`config.mk`:
```
export PLATFORM = sky130hd
export DESIGN_NAME = arithmetic_unit_scheduler
export DESIGN_NICKNAME = d
export VERILOG_FILES = /design/src/rtl/arith_sched_pkg.sv /design/src/rtl/arith_sched_tag_pipe.sv /design/src/rtl/arithmetic_unit_scheduler.sv
export SDC_FILE = /design/constraint.sdc
export NUM_CORES = 1
export LEC_CHECK = 0
export BUFFER_PORTS_ARGS = -buffer_cell sky130_fd_sc_hd__buf_2
export CAP_MARGIN = 40
export CORE_MARGIN = 2
export CORE_UTILIZATION = 41
export DETAILED_ROUTE_END_ITERATION = 8
export GPL_TIMING_DRIVEN = 0
export PLACE_DENSITY = 0.84
export SLEW_MARGIN = 40
export SYNTH_ARGS = -nofsm -noshare
export SYNTH_HDL_FRONTEND = slang
export SYNTH_SLANG_ARGS = --single-unit
```
`constraint.sdc`:
```
create_clock -name clk_i -period 3.69 [get_ports clk_i]
set_clock_uncertainty 0.2 [all_clocks]
set_input_delay 0.5535 -clock clk_i [delete_from_list [all_inputs] [get_ports clk_i]]
set_output_delay 0.5535 -clock clk_i [all_outputs]
set_load 0.01 [all_outputs]
```
`src/rtl/arith_sched_pkg.sv`:
```
// Shared definitions for the arithmetic unit scheduler: FSM states,
// the packed multiplier latency and the operand mode encodings.
package arith_sched_pkg;

    typedef enum logic {
        ISSUE = 1'b0,
        DRAIN = 1'b1
    } schedState_e;

    localparam int AU_LATENCY = 4;

    localparam logic MODE_INT8 = 1'b0;
    localparam logic MODE_INT4 = 1'b1;

endpackage

```
`src/rtl/arith_sched_tag_pipe.sv`:
```
// Shift register carrying {valid, id} alongside the arithmetic unit so each
// product can be routed back to the requester that issued it.
module arith_sched_tag_pipe
    import arith_sched_pkg::*;
#(
    parameter int DEPTH = AU_LATENCY + 1
) (
    input  logic clk_i,
    input  logic clear_ni,
    input  logic valid_i,
    input  logic id_i,
    output logic valid_o,
    output logic id_o
);

    logic [DEPTH-1:0] valid_q;
    logic [DEPTH-1:0] id_q;

    // Advance one stage per cycle; a clear drops every tag still in flight.
    always_ff @(posedge clk_i) begin
        if (!clear_ni) begin
            valid_q <= '0;
            id_q    <= '0;
        end else begin
            valid_q <= {valid_q[DEPTH-2:0], valid_i};
            id_q    <= {id_q[DEPTH-2:0], id_i};
        end
    end

    assign valid_o = valid_q[DEPTH-1];
    assign id_o    = id_q[DEPTH-1];

endmodule

```
`src/rtl/arithmetic_unit_scheduler.sv`:
```
// Round-robin scheduler sharing one packed DSP multiplier between two
// requesters. The unit's output format follows its live mode input, so all
// in-flight work is drained before the mode changes.
// Optional build macro ARITH_SCHED_PERF_EN adds saturating issue/drain counters.
module arithmetic_unit_scheduler
    import arith_sched_pkg::*;
#(
    parameter int LATENCY = AU_LATENCY
) (
    input  logic        clk_i,
    input  logic        reset_i,
    input  logic        req0_valid_i,
    output logic        req0_ready_o,
    input  logic [15:0] req0_x_i,
    input  logic [7:0]  req0_y_i,
    input  logic        req0_mode_i,
    input  logic        req1_valid_i,
    output logic        req1_ready_o,
    input  logic [15:0] req1_x_i,
    input  logic [7:0]  req1_y_i,
    input  logic        req1_mode_i,
    output logic [15:0] au_x_o,
    output logic [7:0]  au_y_o,
    output logic        au_mode_o,
    output logic        au_reset_o,
    input  logic [31:0] au_p_i,
`ifdef ARITH_SCHED_PERF_EN
    output logic [31:0] perf_issue_cnt_o,
    output logic [31:0] perf_drain_cnt_o,
`endif
    output logic        res_valid_o,
    output logic        res_id_o,
    output logic [31:0] res_p_o
);

    localparam int CNT_W = $clog2(LATENCY + 2);

    schedState_e      state_q;
    logic             rr_q;
    logic             auMode_q;
    logic             pendMode_q;
    logic [15:0]      auX_q;
    logic [7:0]       auY_q;
    logic [15:0]      auX_d;
    logic [7:0]       auY_d;
    logic [CNT_W-1:0] inFlight_q;
    logic [CNT_W-1:0] inFlight_d;

    logic             winnerValid;
    logic             winnerId;
    logic             winnerMode;
    logic [15:0]      winnerX;
    logic [7:0]       winnerY;
    logic             issueOk;
    logic             fire;
    logic             tagValid;
    logic             tagId;

    // Pick the winner (round-robin only on contention) and grant it when its mode matches the unit.
    always_comb begin
        winnerValid = req0_valid_i | req1_valid_i;
        if (req0_valid_i && req1_valid_i) begin
            winnerId = rr_q;
        end else begin
            winnerId = req1_valid_i;
        end
        winnerMode = winnerId ? req1_mode_i : req0_mode_i;
        winnerX    = winnerId ? req1_x_i    : req0_x_i;
        winnerY    = winnerId ? req1_y_i    : req0_y_i;
        issueOk    = reset_i && (state_q == ISSUE) && winnerValid && (winnerMode == auMode_q);
        req0_ready_o = issueOk && !winnerId;
        req1_ready_o = issueOk && winnerId;
        fire = (req0_valid_i && req0_ready_o) || (req1_valid_i && req1_ready_o);
    end

    // Issue/drain control: a mode mismatch parks the winner until the pipe is empty.
    always_ff @(posedge clk_i) begin
        if (!reset_i) begin
            state_q    <= ISSUE;
            rr_q       <= 1'b0;
            auMode_q   <= MODE_INT8;
            pendMode_q <= MODE_INT8;
        end else begin
            case (state_q)
                ISSUE: begin
                    if (fire) begin
                        rr_q <= ~winnerId;
                    end else if (winnerValid && (winnerMode != auMode_q)) begin
                        pendMode_q <= winnerMode;
                        state_q    <= DRAIN;
                    end
                end
                DRAIN: begin
                    if (inFlight_q == '0) begin
                        auMode_q <= pendMode_q;
                        state_q  <= ISSUE;
                    end
                end
                default: state_q <= ISSUE;
            endcase
        end
    end

    // Next operand values and in-flight count; idle cycles feed zeros into the unit.
    always_comb begin
        auX_d = fire ? winnerX : 16'h0000;
        auY_d = fire ? winnerY : 8'h00;
        inFlight_d = inFlight_q;
        if (fire && !tagValid) begin
            inFlight_d = inFlight_q + CNT_W'(1);
        end else if (!fire && tagValid) begin
            inFlight_d = inFlight_q - CNT_W'(1);
        end
    end

    // Operand register and in-flight counter.
    always_ff @(posedge clk_i) begin
        if (!reset_i) begin
            auX_q      <= '0;
            auY_q      <= '0;
            inFlight_q <= '0;
        end else begin
            auX_q      <= auX_d;
            auY_q      <= auY_d;
            inFlight_q <= inFlight_d;
        end
    end

    arith_sched_tag_pipe #(
        .DEPTH(LATENCY + 1)
    ) u_tagPipe (
        .clk_i   (clk_i),
        .clear_ni(reset_i),
        .valid_i (fire),
        .id_i    (winnerId),
        .valid_o (tagValid),
        .id_o    (tagId)
    );

    assign au_x_o      = auX_q;
    assign au_y_o      = auY_q;
    assign au_mode_o   = auMode_q;
    assign au_reset_o  = ~reset_i;
    assign res_valid_o = tagValid;
    assign res_id_o    = tagId;
    assign res_p_o     = au_p_i;

`ifdef ARITH_SCHED_PERF_EN
    logic [31:0] perfIssue_q;
    logic [31:0] perfDrain_q;

    // Saturating counts of issued operations and cycles lost to draining.
    always_ff @(posedge clk_i) begin
        if (!reset_i) begin
            perfIssue_q <= '0;
            perfDrain_q <= '0;
        end else begin
            if (fire && (perfIssue_q != 32'hFFFF_FFFF)) begin
                perfIssue_q <= perfIssue_q + 32'd1;
            end
            if ((state_q == DRAIN) && (perfDrain_q != 32'hFFFF_FFFF)) begin
                perfDrain_q <= perfDrain_q + 32'd1;
            end
        end
    end

    assign perf_issue_cnt_o = perfIssue_q;
    assign perf_drain_cnt_o = perfDrain_q;
`endif

endmodule
```
**Word-level counts from Yosys, hierarchy flattened**

Index checks and enable logic that the tools add are counted.

- Register bits after elaboration: 41
- Latch bits: 0
- Bits in writable memories: 0
- Bits in read-only memories: 0
- Input port bits: 86
- Memories: 0

- Add/sub/neg operators: 2
- $mul: 0
- Div/mod/pow operators: 0
- $lt $le $gt $ge: 0
- Equality and inequality tests: 2
- Shifts and indexed selects: 0
- Mux-type cells: 10
- Bitwise operators: 5
- Reductions and logical operators: 21

Operators with widths:

| operator | number |
|---|---|
| two-way mux 16 bit | 1 |
| logical AND 1 bit | 11 |
| two-way mux 8 bit | 1 |
| two-way mux 3 bit | 2 |
| AND reduction 2 bit | 3 |
| two-way mux 1 bit | 5 |
| NOT 1 bit | 4 |
| adder 3 x 1 -> 3 bit (second input constant) | 1 |
| logical NOT 1 bit | 3 |
| logical NOT 3 bit | 1 |
| AND reduction 3 bit | 1 |
| subtractor 3 x 1 -> 3 bit (second input constant) | 1 |
| case mux 1 bit (2 select lines) | 1 |
| nonzero test 2 bit | 1 |
| equality test 1 bit | 1 |
| logical OR 1 bit | 1 |
| inequality test 1 bit | 1 |
| bitwise OR 1 bit | 1 |

**Longest topological paths before layout**

- Depth after elaboration: 12
- Depth in mapped cells: 11
- Gate-level depth less buffers: 10

**Cells and area by module**

From an unflattened synthesis, not the netlist that was laid out.

- Cells, all modules: 203
- Area total of the unflattened synthesis: 1833.0 µm²

By module, submodules not included:

| module | instances | cells an instance | area each (µm²) |
|---|---|---|---|
| arithmetic_unit_scheduler | 1 | 183 | 1570.3 |
| arith_sched_tag_pipe | 1 | 20 | 262.8 |

**Worst setup path before layout**

No wires, ideal clock.

- Path kind: input -> register
- From: input port req1_mode_i
- To: register inFlight_q[2]
- Arrival time: 2.349 ns
- Data required time: 3.420 ns
- Path slack: 1.071 ns
- Cell stages on the path: 11
- Path buffers: 1
- Cell sequence: nor2b_1 o211ai_2 nand4_1 buf_2 inv_1 ha_1 inv_1 fa_1 xor2_1 or3_1 a21oi_1

- Word-level cells in the longest chain between the ends: 9
- Elaborated cells on any way between the ends: 13

RTL lines:

| what | line | RTL |
|---|---|---|
| from (decl) | arithmetic_unit_scheduler.sv:21 | `input logic req1_mode_i,` |
| two-way mux 1 bit * | arithmetic_unit_scheduler.sv:67 | `winnerMode = winnerId ? req1_mode_i : req0_mode_i;` |
| equality test 1 bit * | arithmetic_unit_scheduler.sv:70 | `issueOk = reset_i && (state_q == ISSUE) && winnerValid && (winnerMode == auMode_q);` |
| logical AND 1 bit * | arithmetic_unit_scheduler.sv:70 |  |
| logical AND 1 bit, on equally long branches | arithmetic_unit_scheduler.sv:71, arithmetic_unit_scheduler.sv:72 |  |
| logical AND 1 bit | arithmetic_unit_scheduler.sv:73 | `fire = (req0_valid_i && req0_ready_o) \|\| (req1_valid_i && req1_ready_o);` |
| logical OR 1 bit * | arithmetic_unit_scheduler.sv:73 |  |
| via fire | arithmetic_unit_scheduler.sv:55 | `logic fire;` |
| logical NOT 1 bit | arithmetic_unit_scheduler.sv:111 | `end else if (!fire && tagValid) begin` |
| logical AND 1 bit | arithmetic_unit_scheduler.sv:111 |  |
| nonzero test 2 bit (no source line) | n/a |  |
| to (signal assigned) | arithmetic_unit_scheduler.sv:125 | `inFlight_q <= inFlight_d;` |
| to (decl) | arithmetic_unit_scheduler.sv:46 | `logic [CNT_W-1:0] inFlight_q;` |

The timed path passes the listed nets; every way through them passes the cells marked *.
A chain may end at the register's enable or synchronous reset.

**Worst setup path after layout**

- From: register auMode_q (netlist: au_mode_o)
- To: register inFlight_q[2]

- Word-level cells in the longest chain between the ends: 8
- Elaborated cells on any way between the ends: 12

RTL lines:

| what | line | RTL |
|---|---|---|
| from (decl) | arithmetic_unit_scheduler.sv:40 | `logic auMode_q;` |
| from (signal assigned) | arithmetic_unit_scheduler.sv:95 | `auMode_q <= pendMode_q;` |
| equality test 1 bit * | arithmetic_unit_scheduler.sv:70 |  |
| logical AND 1 bit * | arithmetic_unit_scheduler.sv:70 |  |
| logical AND 1 bit, on equally long branches | arithmetic_unit_scheduler.sv:71, arithmetic_unit_scheduler.sv:72 |  |
| logical AND 1 bit | arithmetic_unit_scheduler.sv:73 |  |
| logical OR 1 bit * | arithmetic_unit_scheduler.sv:73 |  |
| via fire | arithmetic_unit_scheduler.sv:55 |  |
| logical NOT 1 bit | arithmetic_unit_scheduler.sv:111 |  |
| logical AND 1 bit | arithmetic_unit_scheduler.sv:111 |  |
| nonzero test 2 bit (no source line) | n/a |  |

Marked as above.

==> out/metrics.yaml <==
outcome: "completed"
start_util: 0.417
boundaryPins: 148
avgRoutedWirePerCell_um: 10.8
fin_cells: 381
die_w_um: 70.1
clock.fmax_mhz: 376
fin_area_um2: 2520
coreArea_um2: 4290
r2r_slack_ps: 1030
cts_tree: "built"
ant_nets: 0
grt_max_degree: 14
yosysUniqueCellTypes: 30
drc_errors: 0
cts_hold_buffers: 0
hold_class: "flip-flop to flip-flop"
peakVddDrop_mv: 0.206
critical_path.startpoint: "au_mode_o"
path_delay_family: "simple AND/OR/NAND/NOR gates"
die_area_um2: 4910
cts_root_buffer: "clkbuf_8"
clkSinkCount: 41
yosys_register_bits: 41
cp_common_cell: "inv_1"
path_class: "flip-flop to flip-flop"
final_nets: 416
crit_buf_inv: 3
worstReg2RegStart: "au_mode_o"
antennaDiodeCount: 0
vias: 1723
crit_path_cell_trace: "nand2b_1 > a22o_1 > nand4_1 > buf_2 > inv_1 > ha_1 > inv_1 > fa_1 > xor2_1 > or3_1 > a21oi_1"
wl_mm: 4.10
crit_path_end_kind: "flip-flop"
placed_area_um2: 2430
grt_pass1_wl_mm: 6.69
synthCells: 206
timing.slew.headroom: 0.796
rsz0062_at_grt: "no"
worstSkewPairLatency_ps: 290
cp_slowest_cell: "dfxtp_1"
via_per_inst: 4.52
grt_pass1_vias: 1567
timing.setup.tns_ps: 0
power_density_nw_per_um2: 395
synth_top_area_share: 0.458
worst_slew_pin_slew_ps: 306
syn_area_um2: 1790
cts_setup_buffers: 0
cpPeakStageDelay_ps: 450
avgSynthCellArea_um2: 8.70
clock_path_buffers: 2
fin_crit_sh: 0.721
min_to: "u_tagPipe.id_q[3]"
first_pass_iters: 4
fillCellCount: 385
drtIter0Drc: 46
synthArstFlopShare: 0
htree_levels: 2
yosysTopAreaCell: "dfxtp_1"
hpwlAfterDp_mm: 3.26
whs_path_depth: 1
syn_nets: 294
clk_pin_slew_ps: 80
hp-start: "u_tagPipe.id_q[2]"
final_layout_size_suffix_gt1_frac: 0.529
yosys-top-cells-area: "dfxtp_1, buf_4, nand2_1"
synth_edf_count: 0
start_kind: "flip-flop"
p_leak_nw: 1.37
synthFlopType: "dfxtp_1"
slew_violations: 0
dpl.cell_count: 373
arrival_ps: 2680
die_h_um: 70.1
ys_seq_area_frac: 0.458
rr_worst_depth: 11
num_rows: 24
grt_use_total: 0.168
min_period_ps: 2660
crit_path_max_fanout: 10
r2r-end: "inFlight_q[2]"
grt_overflow_total: 0
total_power_mw: 0.996
max-cap-violations: 0
setup_violations: 0
place_congestion: 0.781
syn2layout_area_growth_pct: 40.6
ctsResizeCount: 0
synth.yosys.warnings: 0
hold_viol_final: 0
portBuffers: 115
worstPathRequired_ps: 3710
numCtsBuffers: 5
antenna_found_initial: 0
metrics by stage:
step                      hold slack [ps]  utilization  worst slack (ps)
after floorplan                       212            -              1070
after global placement                216        0.566               838
after CTS                             235        0.587               996
after detailed placement              219        0.566               752
after global routing                  253        0.587               813
final                                 238        0.587              1030
sequential cells by signal, summed over array words and instances (netlist names):
register           count
au_x_o                16
inFlight_q             3
u_tagPipe.id_q         5
u_tagPipe.valid_q      5
rr_q                   1
au_y_o                 8
state_q                1
pendMode_q             1
au_mode_o              1
placed cells by master, fill, tap and decap left out, drive strengths merged:
cell type  synthesis  final
and2               9      9
a21boi             1      1
and3               1      1
xor2               2      2
nand2             50     50
clkinvlp           0      2
mux2i              3      3
nor2b              2      2
nor2               8      8
o211a              1      1
nand2b             3      3
o21ai              1      1
clkbuf             1      7
a21oi             27     27
nor3               1      1
fa                 1      1
dfxtp             41     41
ha                 1      1
inv                6      6
or3                1      1
nand4              1      1
o22ai              1      1
o211ai             1      1
buf               40    155
a22o               1      1
or4b               1      1
a21o               1      1
cells in the mapped netlist, types with 2 or more instances:
| cell type | number |
|---|---|
| a21oi_1 | 17 |
| a21oi_2 | 10 |
| and2_1 | 9 |
| buf_2 | 6 |
| buf_4 | 32 |
| buf_6 | 2 |
| dfxtp_1 | 41 |
| inv_1 | 6 |
| mux2i_1 | 3 |
| nand2_1 | 50 |
| nand2b_1 | 2 |
| nor2_1 | 8 |
| nor2b_1 | 2 |
| xor2_1 | 2 |
final cells by class:
cell class                      instances  area (µm²)  share of cell area
Clock inverter                          2        15.0             0.00596
Buffer                                 41         297               0.118
Multi-Input combinational cell        118         652               0.259
Clock buffer                            6        72.6              0.0288
Timing Repair Buffer                  115         576               0.228
Sequential cell                        41         821               0.326
Tap cell                               52        65.1              0.0258
Inverter                                6        22.5             0.00894
logic make-up (layout without fill, tap and decap cells):
family	after synthesis	count (layout)	synth area share
buffers and inverters	47	170	0.178
AOI/OAI and AO/OA	34	34	0.128
and+or+nand+nor	77	77	0.191
adders and majority gates	2	2	0.0182
muxes	3	3	0.0168
xor gates and xnor gates	2	2	0.00978
DFF	41	41	0.458
metal layers:
layer / vias up / track usage / routed length, µm / share of wire
li1: 868 / - / - / -
met1: 750 / 0.190 / 1630 / 0.40
met2: 101 / 0.303 / 2020 / 0.49
met3: 4 / 0.0563 / 428 / 0.10
met4: 0 / 0.0449 / 31 / 0.0076
met5: - / 0 / 0 / 0
power by group:
group / internal [mW] / switching, mW / total [mW]
Sequential: 0.472 / 0.0128 / 0.485
Clock: 0.133 / 0.154 / 0.287
Combinational: 0.112 / 0.112 / 0.224
Total: 0.718 / 0.279 / 0.996
worst max-delay path by stage:
stage / endpoint / slack (ps) / cells after the start
CTS: inFlight_q[2] / 1000 / 11
global route: inFlight_q[2] / 810 / 11
floorplan: inFlight_q[2] / 1070 / 11
finish: inFlight_q[2] / 1030 / 11
detailed placement: inFlight_q[2] / 750 / 12
global placement: inFlight_q[2] / 840 / 12
(Power assumes the default switching activity.)
